$ cat config.mk
export PLATFORM = sky130hd
export DESIGN_NAME = sprite_motion
export DESIGN_NICKNAME = d
export VERILOG_FILES = /design/src/rtl/game_pkg.sv /design/src/rtl/tick_divider.sv /design/src/rtl/sprite_motion.sv
export SDC_FILE = /design/constraint.sdc
export NUM_CORES = 1
export LEC_CHECK = 0
export CAP_MARGIN = 20
export CORE_MARGIN = 2
export CORE_UTILIZATION = 40
export DETAILED_ROUTE_END_ITERATION = 10
export GPL_ROUTABILITY_DRIVEN = 0
export SYNTH_ARGS = -nofsm -noshare
export SYNTH_HDL_FRONTEND = slang
export SYNTH_SLANG_ARGS = --single-unit
$ cat constraint.sdc
create_clock -name clk -period 3.25 [get_ports clk]
set_input_delay 0.325 -clock clk [delete_from_list [all_inputs] [get_ports clk]]
set_output_delay 0.325 -clock clk [all_outputs]
set_load 0.01 [all_outputs]
$ cat src/rtl/game_pkg.sv
// Shared game-block definitions: screen geometry, player sprite placement defaults
// and the life-cycle state type used by the player sprite controller.
package game_pkg;

  localparam int unsigned RES_H                = 640;
  localparam int unsigned RES_V                = 480;
  localparam int unsigned SPRITE_WIDTH_SCALED  = 32;
  localparam int unsigned SPRITE_HEIGHT_SCALED = 32;

  // Gap kept between the sprite and the screen edges, and height of the strip
  // the player may roam in at the bottom of the screen.
  localparam int unsigned EDGE_MARGIN   = 8;
  localparam int unsigned PLAYER_ZONE_H = 40;

  localparam int unsigned DEF_START_X = (RES_H - SPRITE_WIDTH_SCALED) / 2;
  localparam int unsigned DEF_X_MIN   = EDGE_MARGIN;
  localparam int unsigned DEF_X_MAX   = RES_H - SPRITE_WIDTH_SCALED - EDGE_MARGIN;
  localparam int unsigned DEF_Y_MAX   = RES_V - SPRITE_HEIGHT_SCALED - EDGE_MARGIN;
  localparam int unsigned DEF_Y_MIN   = DEF_Y_MAX - PLAYER_ZONE_H;
  localparam int unsigned DEF_START_Y = DEF_Y_MAX;

  typedef enum logic [1:0] {
    ALIVE,
    DYING,
    RESPAWN
  } life_state_t;

endpackage

$ cat src/rtl/tick_divider.sv
// Free-running clock divider producing a one-cycle tick every DIV cycles.
// Ports:
//   clk  - clock
//   rst  - asynchronous, active-high reset (count restarts at 0)
//   tick - high for one cycle while the count equals DIV-1
module tick_divider #(
  parameter int unsigned DIV = 4
) (
  input  logic clk,
  input  logic rst,
  output logic tick
);

  localparam int unsigned CW = (DIV > 1) ? $clog2(DIV) : 1;

  logic [CW-1:0] count_q, count_d;

  assign tick = (count_q == CW'(DIV - 1));

  always_comb begin
    count_d = tick ? '0 : count_q + CW'(1);
  end

  always_ff @(posedge clk or posedge rst) begin
    if (rst) begin
      count_q <= '0;
    end else begin
      count_q <= count_d;
    end
  end

endmodule

$ cat src/rtl/sprite_motion.sv
// Player sprite movement controller with alive/dying/respawn life cycle.
// Movement happens in a working register (wx/wy) on divider ticks; the renderer
// only sees the copy taken at the start of blanking (pos_x/pos_y).
// Optional build macro: SPRITE_MOTION_ACCEL_EN - doubles the step after 8
// consecutive ticks held in the same single direction on an axis.
// Ports:
//   clk, rst                       - pixel clock, async active-high reset
//   frame                          - one-cycle pulse at start of blanking
//   btn_left/right/up/down         - debounced direction levels
//   hit                            - one-cycle destroy strobe
//   pos_x, pos_y                   - frame-stable sprite coordinates
//   visible                        - renderer draw enable
//   alive                          - high only while ALIVE
module sprite_motion
  import game_pkg::*;
#(
  parameter int unsigned COORD_W      = 10,
  parameter int unsigned START_X      = DEF_START_X,
  parameter int unsigned START_Y      = DEF_START_Y,
  parameter int unsigned X_MIN        = DEF_X_MIN,
  parameter int unsigned X_MAX        = DEF_X_MAX,
  parameter int unsigned Y_MIN        = DEF_Y_MIN,
  parameter int unsigned Y_MAX        = DEF_Y_MAX,
  parameter int unsigned STEP         = 2,
  parameter int unsigned MOVE_DIV     = 200000,
  parameter int unsigned DEATH_FRAMES = 60
) (
  input  logic               clk,
  input  logic               rst,
  input  logic               frame,
  input  logic               btn_left,
  input  logic               btn_right,
  input  logic               btn_up,
  input  logic               btn_down,
  input  logic               hit,
  output logic [COORD_W-1:0] pos_x,
  output logic [COORD_W-1:0] pos_y,
  output logic               visible,
  output logic               alive
);

  localparam int unsigned SW = COORD_W + 1;
  // At least 3 bits so the blink bit always exists.
  localparam int unsigned DW = ($clog2(DEATH_FRAMES) > 3) ? $clog2(DEATH_FRAMES) : 3;

  life_state_t        state_q, state_d;
  logic [DW-1:0]      death_q, death_d;
  logic [COORD_W-1:0] wx_q, wx_d, wy_q, wy_d;
  logic [COORD_W-1:0] pos_x_q, pos_y_q;
  logic               visible_q, visible_d, alive_q, alive_d;
  logic               tick;
  logic [SW-1:0]      step_x, step_y;

  tick_divider #(
    .DIV(MOVE_DIV)
  ) u_tick_divider (
    .clk (clk),
    .rst (rst),
    .tick(tick)
  );

  // One axis move with saturation. Arithmetic is one bit wider than the
  // coordinate so a decrement below zero shows up in the top bit.
  function automatic logic [COORD_W-1:0] axis_step(
    input logic [COORD_W-1:0] coord,
    input logic               dec,
    input logic               inc,
    input logic [SW-1:0]      step,
    input logic [SW-1:0]      lo,
    input logic [SW-1:0]      hi
  );
    logic [SW-1:0] sum;
    sum = {1'b0, coord};
    if (dec && !inc) begin
      sum = {1'b0, coord} - step;
      if (sum[SW-1] || (sum < lo)) sum = lo;
    end else if (inc && !dec) begin
      sum = {1'b0, coord} + step;
      if (sum > hi) sum = hi;
    end
    return sum[COORD_W-1:0];
  endfunction

`ifdef SPRITE_MOTION_ACCEL_EN
  // Hold counters saturate at 8; direction bit is 1 for right/down.
  logic [3:0] hold_x_q, hold_x_d, hold_y_q, hold_y_d;
  logic [3:0] hold_x_eff, hold_y_eff;
  logic       dir_x_q, dir_x_d, dir_y_q, dir_y_d;
  logic       single_x, single_y;

  assign single_x   = btn_left ^ btn_right;
  assign single_y   = btn_up ^ btn_down;
  // Any cycle without the same single direction breaks the run.
  assign hold_x_eff = (single_x && (btn_right == dir_x_q)) ? hold_x_q : 4'd0;
  assign hold_y_eff = (single_y && (btn_down == dir_y_q)) ? hold_y_q : 4'd0;
  assign step_x     = (hold_x_eff == 4'd8) ? SW'(2 * STEP) : SW'(STEP);
  assign step_y     = (hold_y_eff == 4'd8) ? SW'(2 * STEP) : SW'(STEP);

  always_comb begin
    hold_x_d = hold_x_eff;
    hold_y_d = hold_y_eff;
    dir_x_d  = single_x ? btn_right : dir_x_q;
    dir_y_d  = single_y ? btn_down : dir_y_q;
    if ((state_q != ALIVE) || hit) begin
      hold_x_d = '0;
      hold_y_d = '0;
    end else if (tick) begin
      if (single_x && (hold_x_eff != 4'd8)) hold_x_d = hold_x_eff + 4'd1;
      if (single_y && (hold_y_eff != 4'd8)) hold_y_d = hold_y_eff + 4'd1;
    end
  end

  always_ff @(posedge clk or posedge rst) begin
    if (rst) begin
      hold_x_q <= '0;
      hold_y_q <= '0;
      dir_x_q  <= 1'b0;
      dir_y_q  <= 1'b0;
    end else begin
      hold_x_q <= hold_x_d;
      hold_y_q <= hold_y_d;
      dir_x_q  <= dir_x_d;
      dir_y_q  <= dir_y_d;
    end
  end
`else
  assign step_x = SW'(STEP);
  assign step_y = SW'(STEP);
`endif

  // Life-cycle state register together with the working position.
  always_ff @(posedge clk or posedge rst) begin
    if (rst) begin
      state_q <= ALIVE;
      death_q <= '0;
      wx_q    <= COORD_W'(START_X);
      wy_q    <= COORD_W'(START_Y);
    end else begin
      state_q <= state_d;
      death_q <= death_d;
      wx_q    <= wx_d;
      wy_q    <= wy_d;
    end
  end

  // Next state; hit has priority over a coincident tick so wx/wy hold.
  always_comb begin
    state_d = state_q;
    death_d = death_q;
    wx_d    = wx_q;
    wy_d    = wy_q;
    unique case (state_q)
      ALIVE: begin
        if (hit) begin
          state_d = DYING;
          death_d = '0;
        end else if (tick) begin
          wx_d = axis_step(wx_q, btn_left, btn_right, step_x, SW'(X_MIN), SW'(X_MAX));
          wy_d = axis_step(wy_q, btn_up, btn_down, step_y, SW'(Y_MIN), SW'(Y_MAX));
        end
      end
      DYING: begin
        if (frame) begin
          if (death_q == DW'(DEATH_FRAMES - 1)) begin
            state_d = RESPAWN;
            wx_d    = COORD_W'(START_X);
            wy_d    = COORD_W'(START_Y);
          end else begin
            death_d = death_q + DW'(1);
          end
        end
      end
      RESPAWN: begin
        if (frame) state_d = ALIVE;
      end
      default: state_d = ALIVE;
    endcase
  end

  // Outputs decoded from the next state so they are registered yet valid
  // the cycle after the causing event.
  always_comb begin
    alive_d   = 1'b0;
    visible_d = 1'b0;
    unique case (state_d)
      ALIVE: begin
        alive_d   = 1'b1;
        visible_d = 1'b1;
      end
      DYING:   visible_d = ~death_d[2];
      default: visible_d = 1'b0;
    endcase
  end

  always_ff @(posedge clk or posedge rst) begin
    if (rst) begin
      pos_x_q   <= COORD_W'(START_X);
      pos_y_q   <= COORD_W'(START_Y);
      visible_q <= 1'b1;
      alive_q   <= 1'b1;
    end else begin
      // Latches the pre-tick working position.
      if (frame) begin
        pos_x_q <= wx_q;
        pos_y_q <= wy_q;
      end
      visible_q <= visible_d;
      alive_q   <= alive_d;
    end
  end

  assign pos_x   = pos_x_q;
  assign pos_y   = pos_y_q;
  assign visible = visible_q;
  assign alive   = alive_q;

endmodule

==> impl_metrics.toml, run 1 <==
[final_layout]
antenna_cells = 0
final_common_cell = "dfrtp_1"
regArea_um2 = 1620
drive_gt1_share_pct = 16.7
layout_common_cells = "46 x dfrtp_1, 40 x nor2_1, 37 x nand2_1, 28 x nand3_1, 27 x clkdlybuf4s50_1"
area_delta_synth_final_pct = 13.2
layout.nets = 474
multi_input_area_um2 = 2230
fill_cells = 944

[worst_setup_path]
cp_max_fo = 12
required_ns = 3.53
cp_data_arrival_time_ns = 2.90
slowest_delay_ns = 0.47
crit_buf_inv = 0
cp-end-kind = "flop"
path_cells = "nor4bb_2 > nor4b_2 > and3_1 > nor3b_4 > nor2_2 > a221o_1 > o21ai_1"
crit_path_start_kind = "flop"
slowest_stage = "and3_1"
critPathKind = "reg2reg"
r2r_end = "wx_q[4]"
rr_startpoint = "u_tick_divider.count_q[6]"
worst-r2r-cell-count = 7
reg2reg_slack_ns = 0.62
cp_top_family = "simple AND/OR/NAND/NOR gates"

[power_and_ir_drop]
power_frac_comb_pct = 7.4
power_frac_clock_pct = 45.7
p_sw_share_pct = 24.3
pwr-share-seq_pct = 47.0
leakage_nw = 1.83
switching_power_mw = 0.451
powerDensity_nw_per_um2 = 401
power_mw = 1.86
p_int_mw = 1.40
vdd_ir_drop_max_mv = 0.229

[clock_tree]
clk_pin_slew_ns = 0.09
h-tree-depth = 3
cts_tree = "done"
root_buffer = "clkbuf_8"
post-cts-setup-buffers = 0
cts_resized = 0
clockBufferDepth = 2
cts_hold_buffers = 0
clock_latency_ns = 0.35
cts_buffers = 9
cts.sinks = 64

[place]
port_buffers = 27
dpl.hpwl_um = 6450

[sta]
tightest_slew_ns = 0.606
finalMaxSlewViolations = 0
fin_skew_ns = 0.0145
fin_crit_sh_pct = 80.9
grt_setup_unrepaired = "false"
hold_ws_ns = 0.351
setup_violations = 0
hold_violations = 0
period_needed_ns = 2.63
tns_ns = 0
slew_headroom_pct = 59.6
max_freq_ghz = 0.380

[detailed_routing]
drc = 0
viasPerCell = 5.58
ant_nets = 0
dr.pass1.iters = 7
vias = 3315
wl_um = 9120
wl_per_cell_um = 15.4
first_iter_violations = 202

[run_status]
status = "finished clean"

[grt]
grt_pass1_wl_um = 15800
first_global_vias = 3203
antenna_found_initial = 0
grtUsageTotal_pct = 17.7
grt-ovfl-total = 0
grt_max_degree = 44

[synth]
synth_top_area_share_pct = 28.1
synth.distinct_cells = 79
synth_edf_count = 0
ys_top_cells_by_area = "dfrtp_1 28%, dfstp_2 12%, mux2_2 5.5%"
syn_inst = 440
ys_async_sr_fraction_pct = 100
ys_ff_latch = 64
syn-cell-area_um2 = 4090
yosysWarnings = 0
yosysTopAreaCell = "dfrtp_1"
syn_area_per_cell_um2 = 9.30
synth_ff_type = "dfrtp_1"
synth-seq-area-share_pct = 39.7

[floorplan]
core_area_um2 = 9860
die_area_um2 = 11100
die_y_um = 105
die_w_um = 105
initial_core_util_pct = 41.5
rows = 36
io_pins = 30

[hold_path]
holdCritPathClass = "in2async"

[run]
maxCapViolCount = 0
## worst min-delay path: cells and delay by family
family / cells / cell delay (ns)
buf+inv: 3 / 0.76
## flip-flops by register name, summed over array words and instances, names as in the netlist
| name | cells |
|---|---|
| u_tick_divider.count_q | 18 |
| pos_x | 9 |
| pos_y | 9 |
| wx_q | 9 |
| wy_q | 9 |
| death_q | 6 |
| state_q | 2 |
| alive | 1 |
| visible | 1 |
## synth_stat cells (all sizes together) (3+ instances only)
master and n:
dfrtp 46, nor2 42, nand2 38, nand3 29, mux2 20, inv 19, o21ai 19, a21oi 18
dfstp 18, xor2 16, buf 15, clkbuf 12, xnor2 12, nor3 11, a31oi 10, ha 10
nand4 9, and3 8, a211oi 7, nor2b 7, nor4 4, o211ai 4, o22ai 4, o31ai 4
and4 3, nand2b 3, nand3b 3, nor3b 3, o21bai 3, or2 3
## worst max path at each step
stage / slack (ns) / start / endpoint / depth (start not counted)
floorplan: 1.05 / wx_q[1] / wx_q[1] / 10
global placement: 0.59 / u_tick_divider.count_q[6] / wx_q[4] / 7
detailed placement: 0.62 / u_tick_divider.count_q[6] / wx_q[4] / 7
CTS: 0.60 / u_tick_divider.count_q[6] / wx_q[4] / 7
global route: 0.40 / u_tick_divider.count_q[6] / wx_q[4] / 7
finish: 0.62 / u_tick_divider.count_q[6] / wx_q[4] / 7
## cells by family (layout without fill, tap and decap cells)
kind of cell | count (synthesis) | after routing | share of synthesized area, %
simple gates | 177 | 177 | 24.2
buf+inv | 46 | 66 | 5.99
flops | 64 | 64 | 39.7
other cells | 1 | 2 | 0.0917
fa+ha+maj | 11 | 11 | 3.30
mux | 22 | 22 | 5.99
compound gates | 91 | 91 | 14.8
xor+xnor | 28 | 28 | 5.99
## cell type report
class	instances	area share, %
clock buffers	9	2.67
clock inverters	7	2.59
inverters	19	1.54
multi-input cells	331	48.1
flip-flops and latches	64	35.1
well taps	133	3.59
repair buffers	31	6.48
## metrics by stage
step / std cells / utilization [%] / area [um2] / worst slack [ns]
2_1_floorplan: 441 / - / 4100 / 1.05
3_5_place_dp: 578 / 44.5 / 4390 / 0.623
5_1_grt: 594 / 47.0 / 4630 / 0.402
6_report: 594 / 47.0 / 4630 / 0.622
3_3_place_gp: 578 / 44.5 / 4390 / 0.591
4_1_cts: 594 / 47.0 / 4630 / 0.602
## power by group through the flow
stage / clock network, mW / registers, mW / logic, mW
after floorplan: 0 / 0.867 / 0.110
after global placement: 0 / 0.884 / 0.137
after detailed placement: 0 / 0.886 / 0.138
after CTS: 0.868 / 0.871 / 0.139
after global routing: 0.901 / 0.876 / 0.158
final: 0.848 / 0.871 / 0.137
## layer usage
layer  vias to the layer above  GRT usage (%)  wire, um
met5                         -              0         0
met4                         0           6.29       180
met3                        17           3.12       524
met2                       125           25.4      3870
met1                      1559           26.4      4550
li1                       1614              -         -
Power figures use the tool's default switching activity.
==> run 2, diff against run 1 <==
==> constraint.sdc (replaced) <==
create_clock -name clk -period 2.4 [get_ports clk]
set_input_delay 0.24 -clock clk [delete_from_list [all_inputs] [get_ports clk]]
set_output_delay 0.24 -clock clk [all_outputs]
set_load 0.01 [all_outputs]
==> impl_metrics.toml, run 2 (synthesis gave the netlist of run 1 again) <==
[final_layout]
antenna_cells = 0
largest_register = "u_tick_divider.count_q"
drive_gt1_share_pct = 23.2
multi_input_area_um2 = 2270
fill_cells = 928
fin_util_pct = 49.1
area_delta_synth_final_pct = 18.4
design_area_um2 = 4840
largest_register_ff_count = 18
regArea_um2 = 1630
layout_common_cells = "42 x dfrtp_1, 40 x nor2_1, 37 x nand2_1, 29 x buf_4, 28 x nand3_1"
final_common_cell = "dfrtp_1"
layout.nets = 500

[floorplan]
die_area_um2 = 11100
rows = 36
core_area_um2 = 9860
die_y_um = 105
io_pins = 30
die_w_um = 105
initial_core_util_pct = 41.5

[worst_setup_path]
r2r_end = "wx_q[2]"
critPathKind = "reg2reg"
worst-r2r-cell-count = 8
cp_max_fo = 6
rr_startpoint = "wx_q[1]"
reg2reg_slack_ns = 0.15
required_ns = 2.63
crit_path_start_kind = "flop"
cp_data_arrival_time_ns = 2.48
cp-end-kind = "flop"

[clock_tree]
clockBufferDepth = 2
cts.sinks = 64
root_buffer = "clkbuf_8"
clk_pin_slew_ns = 0.07
clock_latency_ns = 0.35
h-tree-depth = 3
cts_tree = "done"
cts_buffers = 9

[sta]
fin_crit_sh_pct = 93.9
slew_headroom_pct = 54.8
tns_ns = 0
max_freq_ghz = 0.444
grt_setup_unrepaired = "false"
period_needed_ns = 2.25
setup_violations = 0
hold_violations = 0
fin_skew_ns = 0.00841
tightest_slew_ns = 0.678
finalMaxSlewViolations = 0

[power_and_ir_drop]
pwr-share-seq_pct = 51.5
leakage_nw = 1.95
switching_power_mw = 0.597
p_sw_share_pct = 26.0
power_frac_comb_pct = 8.4
powerDensity_nw_per_um2 = 473
p_int_mw = 1.70
vdd_ir_drop_max_mv = 0.231
power_frac_clock_pct = 40.1

[place]
placed_cell_area_um2 = 4560
port_buffers = 27
dpl.hpwl_um = 6900

[run]
maxCapViolCount = 0

[detailed_routing]
wl_um = 9330
wl_per_cell_um = 15.1
ant_nets = 0
vias = 3437
route.met3.wl_um = 471
first_iter_violations = 274
dr.pass1.iters = 5
dr.max_layer_used = "met4"
viasPerCell = 5.54
drc = 0
wl_met1_um = 4570
wl_met2_um = 4190

[grt]
grtUsageTotal_pct = 17.8
grt-ovfl-total = 0
grt_pass1_wl_um = 16000
first_global_vias = 3209
antenna_found_initial = 0
grt_max_degree = 27

[run_status]
status = "finished clean"

[hold_path]
holdCritPathClass = "in2async"
-- run 2: cell types whose count changed in the layout (fill, tap and decap cells not counted), sizes merged --
cell	delta
buf	+26
bufinv	-2
clkinv	+1
clkinvlp	+1
-- run 2: final cells by class --
type / instances / share of cell area [%]
tap: 133 / 3.43
clock inverter: 7 / 1.50
inverter: 19 / 1.47
multi-input combinational: 331 / 46.9
timing repair buffer: 57 / 10.5
clock buffer: 9 / 2.56
sequential: 64 / 33.6
-- run 2: per-layer routing --
layer / GRT usage, % / vias to the layer above
met4: 4.67 / 0
li1: - / 1661
met3: 4.24 / 10
met2: 25.7 / 94
met1: 26.5 / 1672
met5: 0 / -
-- run 2: power groups by stage --
stage          combinational (mW)  clock (mW)  sequential, mW
3_5_place_dp                0.193           0            1.20
4_1_cts                     0.194       0.953            1.18
2_1_floorplan               0.149           0            1.17
3_3_place_gp                0.190           0            1.20
5_1_grt                     0.221        1.00            1.19
6_report                    0.194       0.919            1.18
-- run 2: worst max-delay path by stage --
stage                 start  endpoint  slack, ns  cells past startpoint
floorplan           wx_q[1]   wx_q[1]       0.20                     10
global placement    wx_q[1]   wx_q[1]       0.11                      9
detailed placement  wx_q[1]   wx_q[1]       0.02                      9
CTS                 wx_q[1]   wx_q[1]       0.02                      9
global route        wx_q[1]   wx_q[6]      0.004                     10
finish              wx_q[1]   wx_q[2]       0.15                      8
-- run 2: stage by stage --
stage          setup WS, ns  power [mW]  hold WS, ns  cells
2_1_floorplan         0.195        1.32        0.455    441
3_3_place_gp          0.113        1.39        0.472    599
3_5_place_dp         0.0226        1.39        0.474    599
4_1_cts              0.0182        2.33        0.276    615
5_1_grt             0.00399        2.41        0.304    620
6_report              0.147        2.29        0.266    620
-- run 2: worst max-delay path, stage by stage, from the launching register on --
cell	delay [ns]
dfrtp_2	0.44
buf_4	0.15
ha_1	0.21
maj3_1	0.35
o21bai_1	0.15
a32o_2	0.24
a211oi_4	0.10
mux2_2	0.31
a22o_1	0.20
-- run 2: repair_timing --
item,CTS,global route
resized for setup,0,15
endpoints found under the setup margin,0,9
hold buffers,0,0
endpoints found under the hold margin,0,0
setup buffers,0,5
